**src/rtl/fmap_collector_pkg.sv**
```systemverilog
// Shared types and constants for the feature-map collector: FSM states and pixel width.
package fmap_collector_pkg;

    localparam int PIX_W  = 8;
    localparam int WORD_W = 32;

    typedef enum logic [1:0] {
        IDLE    = 2'd0,
        COLLECT = 2'd1,
        DRAIN   = 2'd2,
        DONE    = 2'd3
    } fmap_state_t;

endpackage

```
**src/rtl/fmap_byte_ram.sv**
```systemverilog
// Pixel store: one 32-bit word written as four consecutive bytes, one byte read combinationally.
module fmap_byte_ram
    import fmap_collector_pkg::*;
#(
    parameter int DEPTH = 169
) (
    input  logic              clk,
    input  logic              we,
    input  logic [7:0]        waddr,
    input  logic [WORD_W-1:0] wdata,
    input  logic [7:0]        raddr,
    output logic [PIX_W-1:0]  rdata
);

    localparam logic [8:0] DEPTH9 = 9'(DEPTH);

    logic [PIX_W-1:0] mem [DEPTH];

    // Bytes that land past the end of the frame (tail of the last word) are dropped here.
    always_ff @(posedge clk) begin
        for (int k = 0; k < 4; k++) begin
            if (we && (({1'b0, waddr} + 9'(k)) < DEPTH9)) begin
                mem[waddr + 8'(k)] <= wdata[k*PIX_W +: PIX_W];
            end
        end
    end

    assign rdata = mem[raddr];

endmodule

```
**src/rtl/fmap_collector.sv**
```systemverilog
// Collects packed PE result words into a frame buffer, then streams it out pixel by pixel
// with row/column coordinates.
module fmap_collector
    import fmap_collector_pkg::*;
#(
    parameter int OUT_SIZE  = 13,
    parameter int NUM_WORDS = (OUT_SIZE*OUT_SIZE + 3) / 4
) (
    input  logic              clk,
    input  logic              rst,
    input  logic              start,
    input  logic              in_valid,
    input  logic [WORD_W-1:0] in_word,
    output logic              in_ready,
    output logic              out_valid,
    input  logic              out_ready,
    output logic [PIX_W-1:0]  out_data,
    output logic [7:0]        out_row,
    output logic [7:0]        out_col,
    output logic              busy,
    output logic              done,
    output logic [1:0]        state_dbg
);

    localparam logic [7:0] LAST_WORD = 8'(NUM_WORDS - 1);
    localparam logic [7:0] LAST_PIX  = 8'(OUT_SIZE*OUT_SIZE - 1);
    localparam logic [7:0] LAST_COL  = 8'(OUT_SIZE - 1);

    fmap_state_t      state, state_nxt;
    logic [7:0]       word_cnt;
    logic [7:0]       pix_cnt;
    logic [PIX_W-1:0] ram_rdata;
    logic             accept;
    logic             take;

    // A transfer happens on a rising edge where valid and ready are both high; valid never
    // depends on ready, and the payload holds while valid is high and ready is low.
    assign accept = in_valid & in_ready;
    assign take   = out_valid & out_ready;

    always_ff @(posedge clk or negedge rst) begin
        if (!rst) begin
            state <= IDLE;
        end else begin
            state <= state_nxt;
        end
    end

    always_comb begin
        state_nxt = state;
        in_ready  = 1'b0;
        out_valid = 1'b0;
        done      = 1'b0;
        case (state)
            IDLE: begin
                if (start) state_nxt = COLLECT;
            end
            COLLECT: begin
                in_ready = 1'b1;
                if (in_valid && (word_cnt == LAST_WORD)) state_nxt = DRAIN;
            end
            DRAIN: begin
                out_valid = 1'b1;
                if (out_ready && (pix_cnt == LAST_PIX)) state_nxt = DONE;
            end
            DONE: begin
                done      = 1'b1;
                state_nxt = IDLE;
            end
            default: state_nxt = IDLE;
        endcase
    end

    always_ff @(posedge clk or negedge rst) begin
        if (!rst) begin
            word_cnt <= '0;
            pix_cnt  <= '0;
            out_row  <= '0;
            out_col  <= '0;
        end else begin
            case (state)
                IDLE: begin
                    if (start) begin
                        word_cnt <= '0;
                        pix_cnt  <= '0;
                        out_row  <= '0;
                        out_col  <= '0;
                    end
                end
                COLLECT: begin
                    if (accept) word_cnt <= word_cnt + 8'd1;
                end
                DRAIN: begin
                    if (take) begin
                        pix_cnt <= pix_cnt + 8'd1;
                        if (out_col == LAST_COL) begin
                            out_col <= '0;
                            out_row <= out_row + 8'd1;
                        end else begin
                            out_col <= out_col + 8'd1;
                        end
                    end
                end
                DONE: begin
                    word_cnt <= '0;
                    pix_cnt  <= '0;
                    out_row  <= '0;
                    out_col  <= '0;
                end
                default: ;
            endcase
        end
    end

    fmap_byte_ram #(
        .DEPTH(OUT_SIZE*OUT_SIZE)
    ) u_ram (
        .clk   (clk),
        .we    (accept),
        .waddr (word_cnt << 2),
        .wdata (in_word),
        .raddr (pix_cnt),
        .rdata (ram_rdata)
    );

    assign out_data  = out_valid ? ram_rdata : '0;
    assign busy      = (state != IDLE);
    assign state_dbg = state;

endmodule

```
**config.mk**
```make
export PLATFORM = sky130hd
export DESIGN_NAME = fmap_collector
export DESIGN_NICKNAME = d
export VERILOG_FILES = /design/src/rtl/fmap_collector_pkg.sv /design/src/rtl/fmap_byte_ram.sv /design/src/rtl/fmap_collector.sv
export SDC_FILE = /design/constraint.sdc
export NUM_CORES = 1
export LEC_CHECK = 0
export BUFFER_PORTS_ARGS = -buffer_cell sky130_fd_sc_hd__buf_2
export CORE_MARGIN = 4
export CORE_UTILIZATION = 46
export CTS_CLUSTER_DIAMETER = 100
export DETAILED_ROUTE_END_ITERATION = 8
export GPL_TIMING_DRIVEN = 0
export HOLD_SLACK_MARGIN = 0.15
export PLACE_DENSITY_LB_ADDON = 0.25
export SKIP_CTS_REPAIR_TIMING = 1
export SYNTH_ARGS = -nofsm -noshare
export SYNTH_HDL_FRONTEND = slang
export SYNTH_SLANG_ARGS = --single-unit
```
**constraint.sdc**
```tcl
create_clock -name clk -period 2.8 [get_ports clk]
set_input_delay 0.56 -clock clk [delete_from_list [all_inputs] [get_ports clk]]
set_output_delay 0.56 -clock clk [all_outputs]
set_load 0.05 [all_outputs]
```
# After elaboration in Yosys (flattened, before gate mapping)
# Memory sizes are Yosys's and may differ from the RTL's.
# Index checks and enable logic that the tools add are counted.
totals:
  regBits: 34
  inputBits: 37
  out_inout_bits: 30
  ramBits: 1352
  n_memories: 1
mem_list:
  columns: ["name", "depth", "word_bits", "read_ports", "rd_ports_with_merged_regs", "write_ports", "line_no", "source"]
  rows:
  - ["u_ram.mem", 169, 8, 1, 0, 4, "fmap_byte_ram.sv:17", "logic [PIX_W-1:0] mem [DEPTH];"]
op_classes:
  reduce_logical: 14
  bitwise_logic: 2
  eq_ne: 12
  magnitude_cmp: 4
  muxes: 27
  n_addsub: 10
ops:
  columns: ["op", "n"]
  rows:
  - ["8-bit one-hot mux with 3 select lines", 4]
  - ["8-bit 2-to-1 mux", 8]
  - ["8-bit by 1-bit adder with 8-bit output, second input constant", 5]
  - ["9-bit by 8-bit less-than comparator with 1-bit output, second input constant", 3]
  - ["8-bit by 2-bit adder with 9-bit output, second input constant", 2]
  - ["8-bit by 2-bit adder with 8-bit output, second input constant", 2]
  - ["1-bit 2-to-1 mux", 11]
  - ["2-bit inequality test, second input constant", 5]
  - ["8-bit by 1-bit adder with 9-bit output, second input constant", 1]
  - ["3-bit AND reduction", 3]
  - ["8-bit by 4-bit == test with 1-bit output, second input constant", 1]
  - ["8-bit by 6-bit == test with 1-bit output, second input constant", 1]
  - ["8-bit == test, second input constant", 1]
  - ["8-bit less-than comparator, second input constant", 1]
  - ["2-bit one-hot mux with 4 select lines", 1]
  - ["1-bit logical AND", 6]
  - ["2-bit 2-to-1 mux", 3]
  - ["3-bit nonzero test", 2]
  - ["2-bit == test, second input constant", 2]
  - ["4-bit AND reduction", 1]
  - ["1-bit AND", 2]
  - ["2-bit by 1-bit == test with 1-bit output, second input constant", 1]
  - ["2-bit zero test", 1]
  - ["2-bit by 1-bit inequality test with 1-bit output, second input constant", 1]
  - ["2-bit nonzero test", 1]

# Logic depth before layout (Yosys ltp)
# Gate-level depths: netlist of the first run.
logic_depth:
  ltp_word: 6
  mapped_depth: 14

# By module
# A second synthesis of the first run with hierarchy kept.
hier_totals:
  cells_unflattened: 10093
  area_unflattened_um2: 98311.8
modules_own_cells:
  columns: ["module", "instances", "seq_area_each_um2", "area_per_inst_um2", "cells_per_inst"]
  rows:
  - ["fmap_byte_ram", 1, 40598.9, 96252.3, 9871]
  - ["fmap_collector", 1, 850.8, 2059.5, 222]

# Least setup slack after synthesis of the first run
# No wires, ideal clock.
synth_timing:
  path_type: "register to output"
  start: "register pix_cnt[0]"
  end: "output port out_data[7]"
  path_slack_ns: -1.034
  path_stages_with_launch: 12
  arrival_time_ns: 3.274
  required_ns: 2.240
  n_path_buf: 4
  path_cell_list: "dfrtp_1 -> buf_12 -> buf_12 -> buf_12 -> buf_12 -> mux2i_1 -> a221oi_1 -> o21ai_1 -> a21oi_1 -> nor2_1 -> o31a_1 -> nor4_1"
synth_between:
  elab_chain_len: 2
synth_rtl:
  columns: ["element", "line_no", "source"]
  rows:
  - ["from (decl)", "fmap_collector.sv:31", "logic [7:0] pix_cnt;"]
  - ["from (signal assigned)", "fmap_collector.sv:95", "pix_cnt <= pix_cnt + 8'd1;"]
  - ["memory read 169 x 8 bit", null, null]
  - ["8-bit 2-to-1 mux", "fmap_collector.sv:126", "assign out_data = out_valid ? ram_rdata : '0;"]
  - ["to (decl)", "fmap_collector.sv:17", "output logic [PIX_W-1:0] out_data,"]
# Every way passes these cells.

# Worst setup path in the final report of the first run
layout_timing:
  start: "register pix_cnt[2]"
  end: "output port out_data[7]"
# Same word-level chain as after synthesis.

==> run metrics, run 1 <==
Nets=approximately 3100; final WL=between 150 and 200 mm; full die area=123800 µm²; Post-Syn Instances=roughly 2600; RR Endpoint=state_dbg[0]; Reg clk slew, reported paths=~0.060 ns; die width=351.9 µm; CTS Buffer Depth=3; WP data required=2.24 ns; Vert. Die Dim=351.9 µm; CP max FO=10; crit start category=register; crit end category=output pin; post-route ant nets=0; Final WS setup=-1.707 ns; Reg2Reg Setup Slack=-0.17 ns; total track usage=between 30% and 40%; Peak VDD IR=approximately 0.81 mV; Final setup viols=about 300; initial core utilization=a little under half; number of synthesized flops with an enable pin=between 1000 and 1500; setup TNS=-24.68 ns; GP Congestion=between 0.9 and 1; crit path time final=about 4.5 ns; CP Data Arrival Time=roughly 4.0 ns; area leader, netlist=edfxtp_1; TritonCTS Buffers=141; Area Overhead vs Synth=22.07%; register bit total from synthesis=~1400; hold_sp=in_valid; HPWL after detailed placement=around 110 mm; Synth cell types=68; Reg-to-Reg Start=pix_cnt[0]; Port Buffer Count=66; Crit Path Class=reg2out; Top FF cell, synth=edfxtp_1; warnings from Yosys=0; top-level I/O count=67; DRC viols=0; Final Hold Vio Count=0; clk sink count=around 1400; worst min path class=in2reg; Seq/Total Area, Yosys=76.21%; Slew @ Worst Pin=1.534 ns; Synth area leaders=edfxtp_1 (75%), mux4_2 (13%), mux2i_1 (2.4%), dfrtp_1 (1.6%), nor2_1 (0.96%); Avg Cell Area, Syn=21.11 µm²; Skew-Pair Late Insertion Delay=between 0.7 and 0.8 ns; first-pass GRT wire length=between 200 and 300 mm; worst hold margin=around 0.17 ns; TritonCTS clock tree=built; failing checks=max-capacitance violations, max-slew violations, negative setup slack; Placeable Area=between 100000 and 150000 µm²; Synthesized Nets=roughly 2600; RSZ-0062 raised after global routing=yes; Final Util=56.83%; cells on worst reg2reg path=14; Slew Limit Fails=roughly 150; Avg Vias per Cell=just under 7; Clock Skew=~0.039 ns; first-pass detailed-route iteration total=7; Mapped Area=approximately 54000 µm²; Iteration-0 DRC Markers=between 6000 and 7000; final global-route overflow total=0; crit share post-route=161.0%; static leakage=about 21 nW; initial antenna violation count=14; Pwr Density=roughly 830 nW/µm²; routed vias=31880; depth of the CTS H-tree=4; Worst Hold Depth=3; ys async rst share=approximately 2.5%; max-cap violation count=3; DR WL/cell=about 42 µm; f_max=approximately 220 MHz; root buf cell=clkbuf_16; status=finished, violations left; layout cells sized above 1=between 30% and 40%; largest net degree at the start of global routing=44; Min-Delay Endpoint=word_cnt[1]; top-area cell type share of the netlist area=roughly 75%; slew margin rel.=-2.248%; number of global-route vias before repair=roughly 30000; num rows=roughly 130
## worst max path at each step
stage | end | slack [ns] | start
6_report | out_data[7] | -1.71 | pix_cnt[2]
5_1_grt | out_data[0] | -1.63 | pix_cnt[1]
4_1_cts | out_data[2] | -3.47 | pix_cnt[2]
3_5_place_dp | out_data[2] | -2.58 | pix_cnt[2]
3_3_place_gp | out_data[2] | -2.57 | pix_cnt[1]
2_1_floorplan | out_data[7] | -0.17 | pix_cnt[0]
## state kept, by name, summed over array words and instances, names as in the netlist
register and flops:
u_ram.mem 1352, out_col 8, out_row 8, pix_cnt 8, word_cnt 8, state_dbg 2
## kinds of logic after synthesis
family	Yosys count	synth area share, %
AO/OA/AOI/OAI	239	3.140
adder cells (fa/ha/maj)	14	0.3221
buffers and inverters	154	2.158
AND/OR/NAND/NOR	320	2.586
flip-flops	1386	76.21
multiplexers	442	15.25
XOR/XNOR	21	0.3382
## power breakdown
group / switching, W / internal [W]
clock: 0.00795 / 0.0103
sequential: 0.0000917 / 0.0230
combinational: 0.00843 / 0.00562
## Yosys cell counts, types with 16 or more instances
master    count
edfxtp_1   1352
mux4_2      305
nor2_1      139
mux2i_1     132
nand2_1      90
buf_2        43
clkbuf_1     43
a21oi_1      41
a22oi_1      34
dfrtp_1      34
nand3_1      27
o21ai_0      27
buf_12       24
a211oi_1     22
xor2_1       17
o211ai_1     16
o21ai_1      16
## cell type report
class,instances,area [µm²]
repair buffers,255,3053
plain buffers,138,1851
multi-input cells,1077,13670
diodes,2,5.005
well taps,1524,1907
clock buffers,176,3851
clock inverters,79,544.3
flip-flops and latches,1386,41460
fillers,8320,50440
inverters,12,55.05
## worst max-delay path, stage by stage, from the launching register on
cell	delay [ns]
dfrtp_1	0.34
buf_2	0.32
clkinvlp_4	0.30
buf_8	0.26
buf_8	0.21
mux2i_1	0.17
o221ai_1	0.48
nor2_1	0.15
o31a_1	0.22
nor4_4	0.46
buf_6	0.24
## cell usage in the layout (no fill, tap or decap), types with 10 or more instances in the layout
cell type / Yosys / layout
buf_16: 0 / 28
o22ai_1: 13 / 12
a21oi_2: 0 / 12
nor2_1: 139 / 47
clkinv_2: 0 / 32
clkbuf_1: 43 / 36
nand2_2: 0 / 16
nand3_1: 27 / 25
clkbuf_2: 1 / 10
nor2_2: 0 / 11
clkbuf_4: 0 / 13
clkinv_1: 2 / 33
xor2_1: 17 / 17
mux2i_1: 132 / 124
clkbuf_16: 0 / 153
o221ai_1: 13 / 11
buf_6: 11 / 34
buf_4: 3 / 119
a211oi_2: 0 / 12
nor2_4: 0 / 122
nor2b_1: 11 / 11
o21ai_0: 27 / 21
dfrtp_1: 34 / 29
a21oi_1: 41 / 23
o21ai_1: 16 / 19
buf_12: 24 / 108
o211ai_1: 16 / 16
buf_2: 43 / 57
nand2_1: 90 / 67
edfxtp_1: 1352 / 1352
a22oi_1: 34 / 25
a221oi_2: 8 / 13
ha_1: 14 / 11
mux4_2: 305 / 305
## routing by layer
| metal | wire length, µm | track usage, % | up-vias |
|---|---|---|---|
| met3 | 30700 | 10.15 | 596 |
| met5 | 50 | 0 | - |
| met1 | 65630 | 40.39 | 16470 |
| met4 | 11860 | 15.16 | 8 |
| li1 | - | - | 11690 |
| met2 | 87270 | 45.05 | 3114 |
## stage by stage
| stage | setup WS (ns) | power (W) | instances | cell area, µm² |
|---|---|---|---|---|
| floorplan | -0.1727 | 0.03014 | 2576 | 54830 |
| detailed placement | -2.578 | 0.03489 | 4171 | 57200 |
| CTS | -3.466 | 0.05275 | 4426 | 61600 |
| finish | -1.707 | 0.05533 | 4649 | 66390 |
| global placement | -2.572 | 0.03478 | 4166 | 57070 |
| global route | -1.631 | 0.05639 | 4647 | 66390 |
(Power assumes the default switching activity.)
==> inputs of run 2 (changes only) <==
==> constraint.sdc (replaced) <==
create_clock -name clk -period 2.8 [get_ports clk]
set_input_delay 0.28 -clock clk [delete_from_list [all_inputs] [get_ports clk]]
set_output_delay 0.28 -clock clk [all_outputs]
set_load 0.05 [all_outputs]
==> run 2 against run 1 <==
  * The flow still finishes with violations (max-capacitance violations, max-slew violations, negative setup slack)
  * Critical path depth grew 2
  * Clock power about the same
  * Routed wire length is 1.4% lower
  * Clock skew shrank 0.012 ns
  * Maximum frequency grew 8.5%
  * Setup slack gained 0.35 ns
  * Register-to-register slack worse by 0.02 ns
==> run metrics, run 2 (synthesized netlist as in run 1, its figures left out) <==
Nets=3091 (was 3062); layout cells sized above 1=37.16% (was 36.98%); DR WL/cell=41.17 µm (was 42.06 µm); Placed Area=57050 µm² (was 57200 µm²); worst min path class=in2async (was in2reg); Final Hold Vio Count=0 (unchanged); Reg clk slew, reported paths=0.06 ns (about the same); Avg Vias per Cell=6.714 (was 6.858); Largest Register=u_ram.mem (unchanged); full die area=123800 µm² (unchanged); Comb power frac=25.5% (was 25.4%); clock power share=32.9% (was 33.0%); switching portion of total power=29.44% (was 29.76%); Final Util=57.20% (was 56.83%); RSZ-0062 raised after global routing=yes (unchanged); Crit Path Class=reg2out (unchanged); Final WS setup=-1.353 ns (was -1.707 ns); TritonCTS Buffers=141 (unchanged); max-cap violation count=1 (was 3); Iteration-0 DRC Markers=5581 (was 6215); depth of the CTS H-tree=4 (unchanged); Placeable Area=116800 µm² (unchanged); largest net degree at the start of global routing=44 (unchanged); Slew @ Worst Pin=1.526 ns (was 1.534 ns); HPWL after detailed placement=108.9 mm (was 108.6 mm); routed vias=31440 (was 31880); number of global-route vias before repair=29170 (was 29640); DRC viols=0 (unchanged); root buf cell=clkbuf_16 (unchanged); Clock Skew=0.02669 ns (was 0.03876 ns); final WL=192.8 mm (was 195.5 mm); crit start category=register (unchanged); static leakage=21.02 nW (was 20.88 nW); post-route ant nets=0 (unchanged); crit end category=output pin (unchanged); Net Sw Power=0.01630 W (was 0.01647 W); Final Instance Area=66830 µm² (was 66390 µm²); Critical-path top delay cell=dfrtp_2 (was o221ai_1); first-pass detailed-route iteration total=8 (was 7); Slew Limit Fails=43 (was 149); Skew-Pair Late Insertion Delay=0.77 ns (about the same); CP Data Arrival Time=3.87 ns (was 3.95 ns); commonest non-fill, non-tap cells in the layout=edfxtp_1 (1352), mux4_2 (306), clkbuf_16 (149) (was edfxtp_1 (1352), mux4_2 (305), clkbuf_16 (153)); P_int=0.03907 W (was 0.03886 W); most common cell after layout, fill and taps aside=edfxtp_1 (unchanged); Peak VDD IR=0.5899 mV (was 0.8053 mV); final global-route overflow total=0 (unchanged); top-level I/O count=67 (unchanged); CP Cell Sequence=buf_12 > buf_16 > buf_16 > buf_12 > buf_12 > buf_4 > mux4_2 > a22oi_1 > a31o_2 > nor4_4 > o21a_2 > buf_8 (was buf_2 > clkinvlp_4 > buf_8 > buf_8 > mux2i_1 > o221ai_1 > nor2_1 > o31a_1 > nor4_4 > buf_6); CP max FO=7 (was 10); Port Buffer Count=66 (unchanged); Crit path top cell by count=buf_12 (was buf_8); status=finished, violations left (unchanged); WP data required=2.52 ns (was 2.24 ns); Reg power frac=41.6% (about the same); GP Congestion=0.9685 (was 0.9511); crit share post-route=148.3% (was 161.0%); max reg flops=1352 (unchanged); Power Total=0.05538 W (was 0.05533 W); Area Overhead vs Synth=22.88% (was 22.07%); Pwr Density=828.6 nW/µm² (was 833.4 nW/µm²); total track usage=29.63% (was 30.33%); Vert. Die Dim=351.9 µm (unchanged); Final setup viols=244 (was 293); f_max=240.8 MHz (was 221.9 MHz); slew margin rel.=-1.731% (was -2.248%); first-pass GRT wire length=245.1 mm (was 250.5 mm); worst hold margin=0.1765 ns (was 0.1705 ns); TritonCTS clock tree=built (unchanged); die width=351.9 µm (unchanged); crit path time final=4.153 ns (was 4.507 ns); CTS Buffer Depth=3 (unchanged); CP max stage delay=0.49 ns (was 0.48 ns); num rows=125 (unchanged); initial core utilization=46.55% (unchanged); failing checks=max-capacitance violations, max-slew violations, negative setup slack (unchanged); clk sink count=1386 (unchanged); initial antenna violation count=8 (was 14)
[run 2: stage by stage]
step | setup TNS, ns | setup WS, ns | std cells
2_1_floorplan | 0 | 0.004356 | 2576
6_report | -18.39 | -1.353 | 4683
3_3_place_gp | -677.56 | -2.309 | 4166
4_1_cts | -851.00 | -3.086 | 4426
5_1_grt | -79.65 | -1.306 | 4679
3_5_place_dp | -805.38 | -2.267 | 4169
[run 2: routing by layer]
| layer | track usage, % | up-vias | share of wire, % | wire, µm |
|---|---|---|---|---|
| met5 | 0 | - | 0 | 0 |
| met1 | 39.81 | 16380 | 35 | 66540 |
| met4 | 14.76 | 0 | 6.3 | 12140 |
| met3 | 10.01 | 546 | 15 | 28770 |
| li1 | - | 11760 | - | - |
| met2 | 43.54 | 2759 | 44 | 85360 |
[run 2: final timing paths]
| path | cells after the start | endpoint | startpoint | slack [ns] |
|---|---|---|---|---|
| setup / recovery | 12 | out_data[4] | pix_cnt[0] | -1.35 |
| hold / removal | 2 | out_row[1] | rst | 0.18 |
| setup reg to reg | 14 | state_dbg[0] | pix_cnt[0] | -0.19 |
| hold reg to reg | 1 | word_cnt[6] | word_cnt[6] | 0.55 |
| max in group asynchronous | 2 | pix_cnt[5] | rst | 1.96 |
| min in group clk | 1 | u_ram.mem[52][5] | in_word[5] | 0.18 |
[run 2: final cells by class]
type,count,area (µm²)
multi-input combinational,1077,13670
timing repair buffer,285,3468
inverter,12,52.55
buffer,137,1869
clock inverter,78,644.4
clock buffer,179,3745
tap,1524,1907
sequential,1386,41460
antenna,5,12.51
fill,8280,50000
[run 2: critical path: cells and delay by family, from the launching register on]
kind,cells,cell delay [ns]
multiplexers,1,0.48
AO/OA/AOI/OAI,3,0.94
AND/OR/NAND/NOR,1,0.05
flip-flops,1,0.49
buffers and inverters,7,1.12
[run 2: power by group through the flow]
stage | logic, W | registers, W | clock network (W)
after floorplan | 0.00650 | 0.0236 | 0
after global placement | 0.0112 | 0.0235 | 0
after detailed placement | 0.0113 | 0.0235 | 0
after CTS | 0.0113 | 0.0231 | 0.0182
after global routing | 0.0143 | 0.0231 | 0.0192
final | 0.0141 | 0.0231 | 0.0182
